<file path="config.mk">
export PLATFORM = sky130hd
export DESIGN_NAME = boruss_trace_buffer
export DESIGN_NICKNAME = d
export VERILOG_FILES = /design/src/rtl/boruss_trace_buffer_pkg.sv /design/src/rtl/boruss_trace_fifo.sv /design/src/rtl/boruss_trace_buffer.sv
export SDC_FILE = /design/constraint.sdc
export NUM_CORES = 1
export LEC_CHECK = 0
export CORE_MARGIN = 2
export CORE_UTILIZATION = 50
export DETAILED_ROUTE_END_ITERATION = 12
export PLACE_DENSITY_LB_ADDON = 0.12
export SETUP_SLACK_MARGIN = 0.2
export SLEW_MARGIN = 15
export SYNTH_ARGS = -nofsm -noshare
export SYNTH_HDL_FRONTEND = slang
export SYNTH_HIERARCHICAL = 1
export SYNTH_SLANG_ARGS = --single-unit
export TNS_END_PERCENT = 5
</file>
<file path="constraint.sdc">
create_clock -name clk -period 7.95 [get_ports clk]
set_clock_uncertainty 0.2 [all_clocks]
set_input_delay 0.795 -clock clk [delete_from_list [all_inputs] [get_ports clk]]
set_output_delay 0.795 -clock clk [all_outputs]
set_load 0.01 [all_outputs]
</file>
<file path="src/rtl/boruss_trace_buffer_pkg.sv">
// Boruss trace capture: shared encodings and record layout.
// Imported by the trace buffer top and its FIFO.
package boruss_trace_buffer_pkg;

  typedef enum logic [2:0] {
    CPU_FETCH     = 3'b000,
    CPU_DECODE    = 3'b001,
    CPU_EXECUTE   = 3'b010,
    CPU_WRITEBACK = 3'b011,
    CPU_FETCH_IMM = 3'b100,
    CPU_HALT      = 3'b101
  } cpu_state_e;

  typedef enum logic [1:0] {
    MODE_ALL  = 2'b00,
    MODE_TRIG = 2'b01,
    MODE_CHG  = 2'b10,
    MODE_RSVD = 2'b11
  } mode_e;

  typedef enum logic [1:0] {
    TR_IDLE    = 2'd0,
    TR_ARMED   = 2'd1,
    TR_CAPTURE = 2'd2,
    TR_DONE    = 2'd3
  } trace_state_e;

  // Record = {ts, state, pc, chg_mask, reg_bus}, reg_bus in the LSBs.
  function automatic int rec_chg_lsb(int data_w, int nregs);
    return nregs * data_w;
  endfunction

  function automatic int rec_pc_lsb(int data_w, int nregs);
    return rec_chg_lsb(data_w, nregs) + nregs;
  endfunction

  function automatic int rec_st_lsb(int data_w, int nregs);
    return rec_pc_lsb(data_w, nregs) + data_w;
  endfunction

  function automatic int rec_ts_lsb(int data_w, int nregs);
    return rec_st_lsb(data_w, nregs) + 3;
  endfunction

endpackage

</file>
<file path="src/rtl/boruss_trace_fifo.sv">
// Show-ahead FIFO with registered head, flush and
// optional overwrite-oldest when full.
module boruss_trace_fifo
  import boruss_trace_buffer_pkg::*;
#(
  parameter int W     = 8,
  parameter int DEPTH = 16
) (
  input  logic                       clk,
  input  logic                       reset,
  input  logic                       flush_i,
  input  logic                       push_i,
  input  logic                       pop_i,
  input  logic                       overwrite_en_i,
  input  logic [W-1:0]               wdata_i,
  output logic [W-1:0]               rdata_o,
  output logic [$clog2(DEPTH+1)-1:0] count_o,
  output logic                       full_o,
  output logic                       empty_o
);

  localparam int AW = $clog2(DEPTH);
  localparam int CW = $clog2(DEPTH+1);

  logic [W-1:0]  mem [DEPTH];
  logic [AW-1:0] wptr_q, wptr_d;
  logic [AW-1:0] rptr_q, rptr_d;
  logic [CW-1:0] count_q, count_d;
  logic [W-1:0]  data_q, data_d;
  logic          do_pop, do_wr, ovw, wr_en;

  always_comb begin
    empty_o = (count_q == '0);
    full_o  = (count_q == CW'(DEPTH));
    do_pop  = pop_i && !empty_o;
    do_wr   = push_i &&
              (!full_o || do_pop || overwrite_en_i);
    ovw     = do_wr && full_o && !do_pop;
    wr_en   = do_wr && !flush_i;
    wptr_d  = wptr_q + AW'(do_wr);
    rptr_d  = rptr_q + AW'(do_pop || ovw);
    count_d = count_q;
    unique case ({do_wr && !ovw, do_pop})
      2'b10:   count_d = count_q + CW'(1);
      2'b01:   count_d = count_q - CW'(1);
      default: count_d = count_q;
    endcase
    if (flush_i) begin
      wptr_d  = '0;
      rptr_d  = '0;
      count_d = '0;
    end
    // Head stays put when empty so rdata holds its last value.
    data_d = data_q;
    if (count_d != '0) begin
      if (wr_en && (wptr_q == rptr_d))
        data_d = wdata_i;
      else
        data_d = mem[rptr_d];
    end
  end

  always_ff @(posedge clk) begin
    if (wr_en) mem[wptr_q] <= wdata_i;
  end

  always_ff @(posedge clk) begin
    if (reset) begin
      wptr_q  <= '0;
      rptr_q  <= '0;
      count_q <= '0;
      data_q  <= '0;
    end else begin
      wptr_q  <= wptr_d;
      rptr_q  <= rptr_d;
      count_q <= count_d;
      data_q  <= data_d;
    end
  end

  assign rdata_o = data_q;
  assign count_o = count_q;

endmodule

</file>
<file path="src/rtl/boruss_trace_buffer.sv">
// Boruss on-chip trace capture: trigger FSM, qualifier,
// change snapshot and timestamp in front of a trace FIFO.
module boruss_trace_buffer
  import boruss_trace_buffer_pkg::*;
#(
  parameter int         DATA_W     = 8,
  parameter int         NUM_REGS   = 4,
  parameter int         DEPTH      = 16,
  parameter int         TS_W       = 8,
  parameter logic [2:0] TRIG_STATE = CPU_WRITEBACK,
  parameter logic [2:0] HALT_STATE = CPU_HALT
) (
  input  logic                         clk,
  input  logic                         reset,
  input  logic                         sample_en,
  input  logic [2:0]                   cpu_state,
  input  logic [DATA_W-1:0]            pc,
  input  logic [NUM_REGS*DATA_W-1:0]   reg_bus,
  input  logic                         arm,
  input  logic                         disarm,
  input  logic [1:0]                   mode,
  input  logic                         stop_on_full,
  output logic                         rd_valid,
  input  logic                         rd_ready,
  output logic [TS_W+3+DATA_W+NUM_REGS+NUM_REGS*DATA_W-1:0] rd_data,
  output logic [$clog2(DEPTH+1)-1:0]   count,
  output logic                         overflow,
  output logic [1:0]                   trace_state
);

  localparam int RW = TS_W + 3 + DATA_W + NUM_REGS
                    + NUM_REGS * DATA_W;
  localparam int BW = NUM_REGS * DATA_W;

  trace_state_e  state_q, state_d;
  logic [TS_W-1:0] ts_q, ts_d;
  logic [BW-1:0] snap_q, snap_d;
  logic          ovf_q, ovf_d;
  logic [NUM_REGS-1:0] chg;
  logic          is_trig, is_halt, qual;
  logic          push_req, push, flush, pop;
  logic          fifo_full, fifo_empty;
  logic [RW-1:0] rec;

  always_comb begin
    for (int i = 0; i < NUM_REGS; i++)
      chg[i] = reg_bus[i*DATA_W +: DATA_W]
            != snap_q[i*DATA_W +: DATA_W];
  end

  assign is_trig = (cpu_state == TRIG_STATE);
  assign is_halt = (cpu_state == HALT_STATE);
  assign rec     = {ts_q, cpu_state, pc, chg, reg_bus};
  assign pop     = rd_valid && rd_ready;

  always_comb begin
    unique case (mode_e'(mode))
      MODE_TRIG: qual = is_trig;
      MODE_CHG:  qual = |chg;
      default:   qual = 1'b1;
    endcase
  end

  always_comb begin
    state_d  = state_q;
    ts_d     = ts_q;
    snap_d   = snap_q;
    ovf_d    = ovf_q;
    push_req = 1'b0;
    push     = 1'b0;
    flush    = 1'b0;
    if (disarm) begin
      state_d = TR_IDLE;
    end else if (arm) begin
      state_d = TR_ARMED;
      ts_d    = '0;
      snap_d  = reg_bus;
      ovf_d   = 1'b0;
      flush   = 1'b1;
    end else if (sample_en && state_q != TR_IDLE) begin
      ts_d   = ts_q + TS_W'(1);
      snap_d = reg_bus;
      unique case (state_q)
        TR_ARMED: begin
          if (is_trig) begin
            push_req = 1'b1;
            state_d  = TR_CAPTURE;
          end
        end
        TR_CAPTURE: begin
          push_req = qual;
          if (is_halt) state_d = TR_DONE;
        end
        default: ;
      endcase
      push = push_req;
      // A push into a full buffer with no pop loses a record.
      if (push_req && fifo_full && !pop) begin
        ovf_d = 1'b1;
        if (stop_on_full) begin
          push    = 1'b0;
          state_d = TR_DONE;
        end
      end
    end
  end

  always_ff @(posedge clk) begin
    if (reset) begin
      state_q <= TR_IDLE;
      ts_q    <= '0;
      snap_q  <= '0;
      ovf_q   <= 1'b0;
    end else begin
      state_q <= state_d;
      ts_q    <= ts_d;
      snap_q  <= snap_d;
      ovf_q   <= ovf_d;
    end
  end

  boruss_trace_fifo #(
    .W     (RW),
    .DEPTH (DEPTH)
  ) u_fifo (
    .clk            (clk),
    .reset          (reset),
    .flush_i        (flush),
    .push_i         (push),
    .pop_i          (pop),
    .overwrite_en_i (!stop_on_full),
    .wdata_i        (rec),
    .rdata_o        (rd_data),
    .count_o        (count),
    .full_o         (fifo_full),
    .empty_o        (fifo_empty)
  );

  assign rd_valid    = !fifo_empty;
  assign overflow    = ovf_q;
  assign trace_state = state_q;

endmodule

</file>
==> run summary <==
Post-route cell area = 49500 um^2
Total gr overflow = 0
Hold_ws = 266 ps
Final std cells w/o fill = 4654
Achievable clock frequency = 0.157 GHz
Worst skew pair latency = 660 ps
I/O pins = 116
Largest net degree at the start of global routing = 143
Mapped Cells = 3373
Die Area = 89200 um^2
Share of cells above drive strength 1 = 8.32%
Status = complete, no violations
DP Worst Slack = 1050 ps
Crit end category = flop
Psw = 2.14 mW
EDFF count, synth = 880
Clk sinks = 991
Synth cell types = 69
Synth Cell Area = 43400 um^2
Placed standard-cell area = 46000 um^2
Final nets = 3474
Cell Pwr Density = 216 nW/um^2
Remaining DRCs = 0
Number of buffers on the longest clock path = 3
H-tree depth = 3
Min-delay src = snap_q[20]$_SDFFE_PP0P_
Max-slew violation count = 0
Avg Inst Size Synth = 12.9 um^2
Wire length per cell = 27.1 um
Root Driver = clkbuf_16
Sw Share = 20.0%
Die height = 299 um
Setup CP Type = in2reg
Maxcap violations = 0
All-Layer GR Usage = 27.8%
Layout area overhead = 14.0%
# hold bufs at CTS = 0
Cts repair resizes = 0
Sequential share of power = 52.9%
Worst R2R Start = u_fifo/count_o[0]$_SDFF_PP0_
WP buf/inv = 3
Drt total wl = 126 mm
Initial antenna violation count = 2
Final setup TNS = 0 ps
Yosys reg bits = 991
Num CTS Buffers = 105
Post-route setup slack = 1570 ps
Global-route wire length before repair = 186 mm
Ranking of synthesized cells by area = edfxtp_1 61%, dfxtp_1 5.1%, mux2i_1 5.1%
Hold Path Cell Cnt = 2
R2R setup slack = 1760 ps
Area leader, netlist = edfxtp_1
Post-DP HPWL = 62.6 mm
DR vias/cell = 6.33
Gpl congestion = 0.842
Initial core utilization = 50.3%
Hold Violations, Final = 0
Yosys warnings = 6
Worst-Margin Slew = 1200 ps
Syn nets = 3439
Largest stage delay, worst path = 900 ps
LEAKAGE = 15.4 nW
Hold Path Sink = snap_q[20]$_SDFFE_PP0P_
Core Area = 86300 um^2
CP startpoint kind = input port
Most frequent CP cell = o21ai_0
Power Internal = 8.56 mW
R2r worst-path depth = 18
Async S/R FF share, synth = 0%
HP Class = reg2reg
Share of the synthesized area in the top cell type = 60.9%
Delay-heaviest family, CP = buffers and inverters
Seq/Total Area, Yosys = 66.0%
Setup Buffers After CTS = 0
Period utilisation layout = 80.3%
Port bufs = 115
Commonest non-fill, non-tap cell in the layout = edfxtp_1
Crit path arrival time = 6760 ps
Clock transition at path regs = 60 ps
Tmin final = 6380 ps
Clock share of power = 45.1%
Die width = 299 um
Comb power frac = 2.0%
TritonCTS clock tree = built
Iteration-0 DRC Markers = 3006
Slowest stage cell, crit path = clkdlybuf4s50_1
Final setup violation count = 0
CP cell instances = clkdlybuf4s50_1 -> xor2_1 -> nor4_1 -> nand4_1 -> o21ai_0 -> a21oi_1 -> nor2b_1 -> o21ai_0 -> inv_1 -> ha_1 -> xnor2_1 -> a2111oi_0 -> a311oi_4 -> buf_4 -> nor2_1 -> a311o_1 -> a31oi_1
Final ANT Viol Nets = 0
Pre-antenna DRT Iters = 5
R2R Path End = u_fifo/rdata_o[1]$_SDFFE_PP0P_
CP max FO = 55
Relative slew slack = 19.9%
Peak VDD IR = 175 uV
Via count = 29454
Top_reg_cell synth = edfxtp_1
Vias in the first global route = 28384
Num rows = 108
Placed Cells = 4456
Worst EP required = 8330 ps
RSZ-0062 raised after global routing = no
Most frequent cells in the layout = 880 x edfxtp_1, 296 x nor2_1, 262 x a21oi_1, 223 x nand3b_1, 219 x mux2i_1
-- Yosys cell counts, types with 63 or more instances --
| master | count |
|---|---|
| a21oi_1 | 263 |
| clkbuf_1 | 231 |
| dfxtp_1 | 111 |
| edfxtp_1 | 880 |
| mux2i_1 | 220 |
| nand2_1 | 183 |
| nand2b_1 | 117 |
| nand3_1 | 64 |
| nand3b_1 | 223 |
| nor2_1 | 309 |
| nor3_1 | 63 |
| o2bb2ai_1 | 110 |
| o32ai_1 | 109 |
-- worst max-delay path by stage --
stage / to / from / slack (ps) / cells after the start
3_3_place_gp: u_fifo/rdata_o[29]$_SDFFE_PP0P_ / reg_bus[12] / 1230 / 16
5_1_grt: u_fifo/rdata_o[6]$_SDFFE_PP0P_ / reg_bus[12] / 1120 / 17
3_5_place_dp: u_fifo/rdata_o[1]$_SDFFE_PP0P_ / reg_bus[12] / 1050 / 16
2_1_floorplan: u_fifo/mem[0][0]$_DFFE_PP_ / u_fifo/count_o[2]$_SDFF_PP0_ / 560 / 13
4_1_cts: u_fifo/rdata_o[1]$_SDFFE_PP0P_ / reg_bus[12] / 1720 / 17
6_report: u_fifo/rdata_o[1]$_SDFFE_PP0P_ / reg_bus[12] / 1570 / 17
-- cell families (layout without fill, tap and decap cells) --
group	after synthesis	after routing	share of synthesized area [%]
and+or+nand+nor	1059	1059	12.8
muxes	222	222	5.15
buffers and inverters	298	423	2.79
adders and majority gates	14	14	0.421
xor gates and xnor gates	47	47	0.949
DFF	991	991	66.0
other	0	1	0
AOI/OAI and AO/OA	742	742	11.9
-- tightest hold or removal path: cells and delay by family, from the launching register on --
kind / cells / cell delay, ps
AO/OA/AOI/OAI: 1 / 50
flip-flops: 1 / 310
AND/OR/NAND/NOR: 1 / 50
-- power groups by stage --
stage / combinational (mW) / clock [mW] / sequential (mW)
6_report: 0.213 / 4.82 / 5.66
3_5_place_dp: 0.211 / 0 / 5.77
3_3_place_gp: 0.204 / 0 / 5.77
5_1_grt: 0.230 / 5.10 / 5.66
4_1_cts: 0.212 / 4.89 / 5.66
2_1_floorplan: 0.0814 / 0 / 5.77
-- registers in the layout, summed over array words and instances (netlist names) --
name,count
overflow,1
snap_q,32
trace_state,2
ts_q,8
u_fifo/count_o,5
u_fifo/mem,880
u_fifo/rdata_o,55
u_fifo/rptr_q,4
u_fifo/wptr_q,4
-- per-layer routing --
layer | up-vias | GRT usage (%) | share of wire [%]
met2 | 1336 | 45.2 | 47
met4 | 4 | 7.84 | 2.4
met1 | 14925 | 38.7 | 41
met3 | 229 | 5.07 | 8.6
li1 | 12960 | - | -
met5 | - | 0 | 0.021
-- final cells by class --
class | instances | area, um^2
Timing Repair Buffer | 207 | 2090
Sequential cell | 991 | 28700
Antenna cell | 1 | 2.50
Multi-Input combinational cell | 2084 | 13800
Clock buffer | 140 | 2940
Fill cell | 6866 | 36900
Tap cell | 1155 | 1450
Clock inverter | 57 | 474
Inverter | 19 | 71.3
-- stage by stage --
stage	utilization, %	total power, mW
floorplan	-	5.85
global placement	53.3	5.97
detailed placement	53.3	5.98
CTS	57.3	10.8
global route	57.3	11.0
finish	57.3	10.7
(Power assumes the default switching activity.)
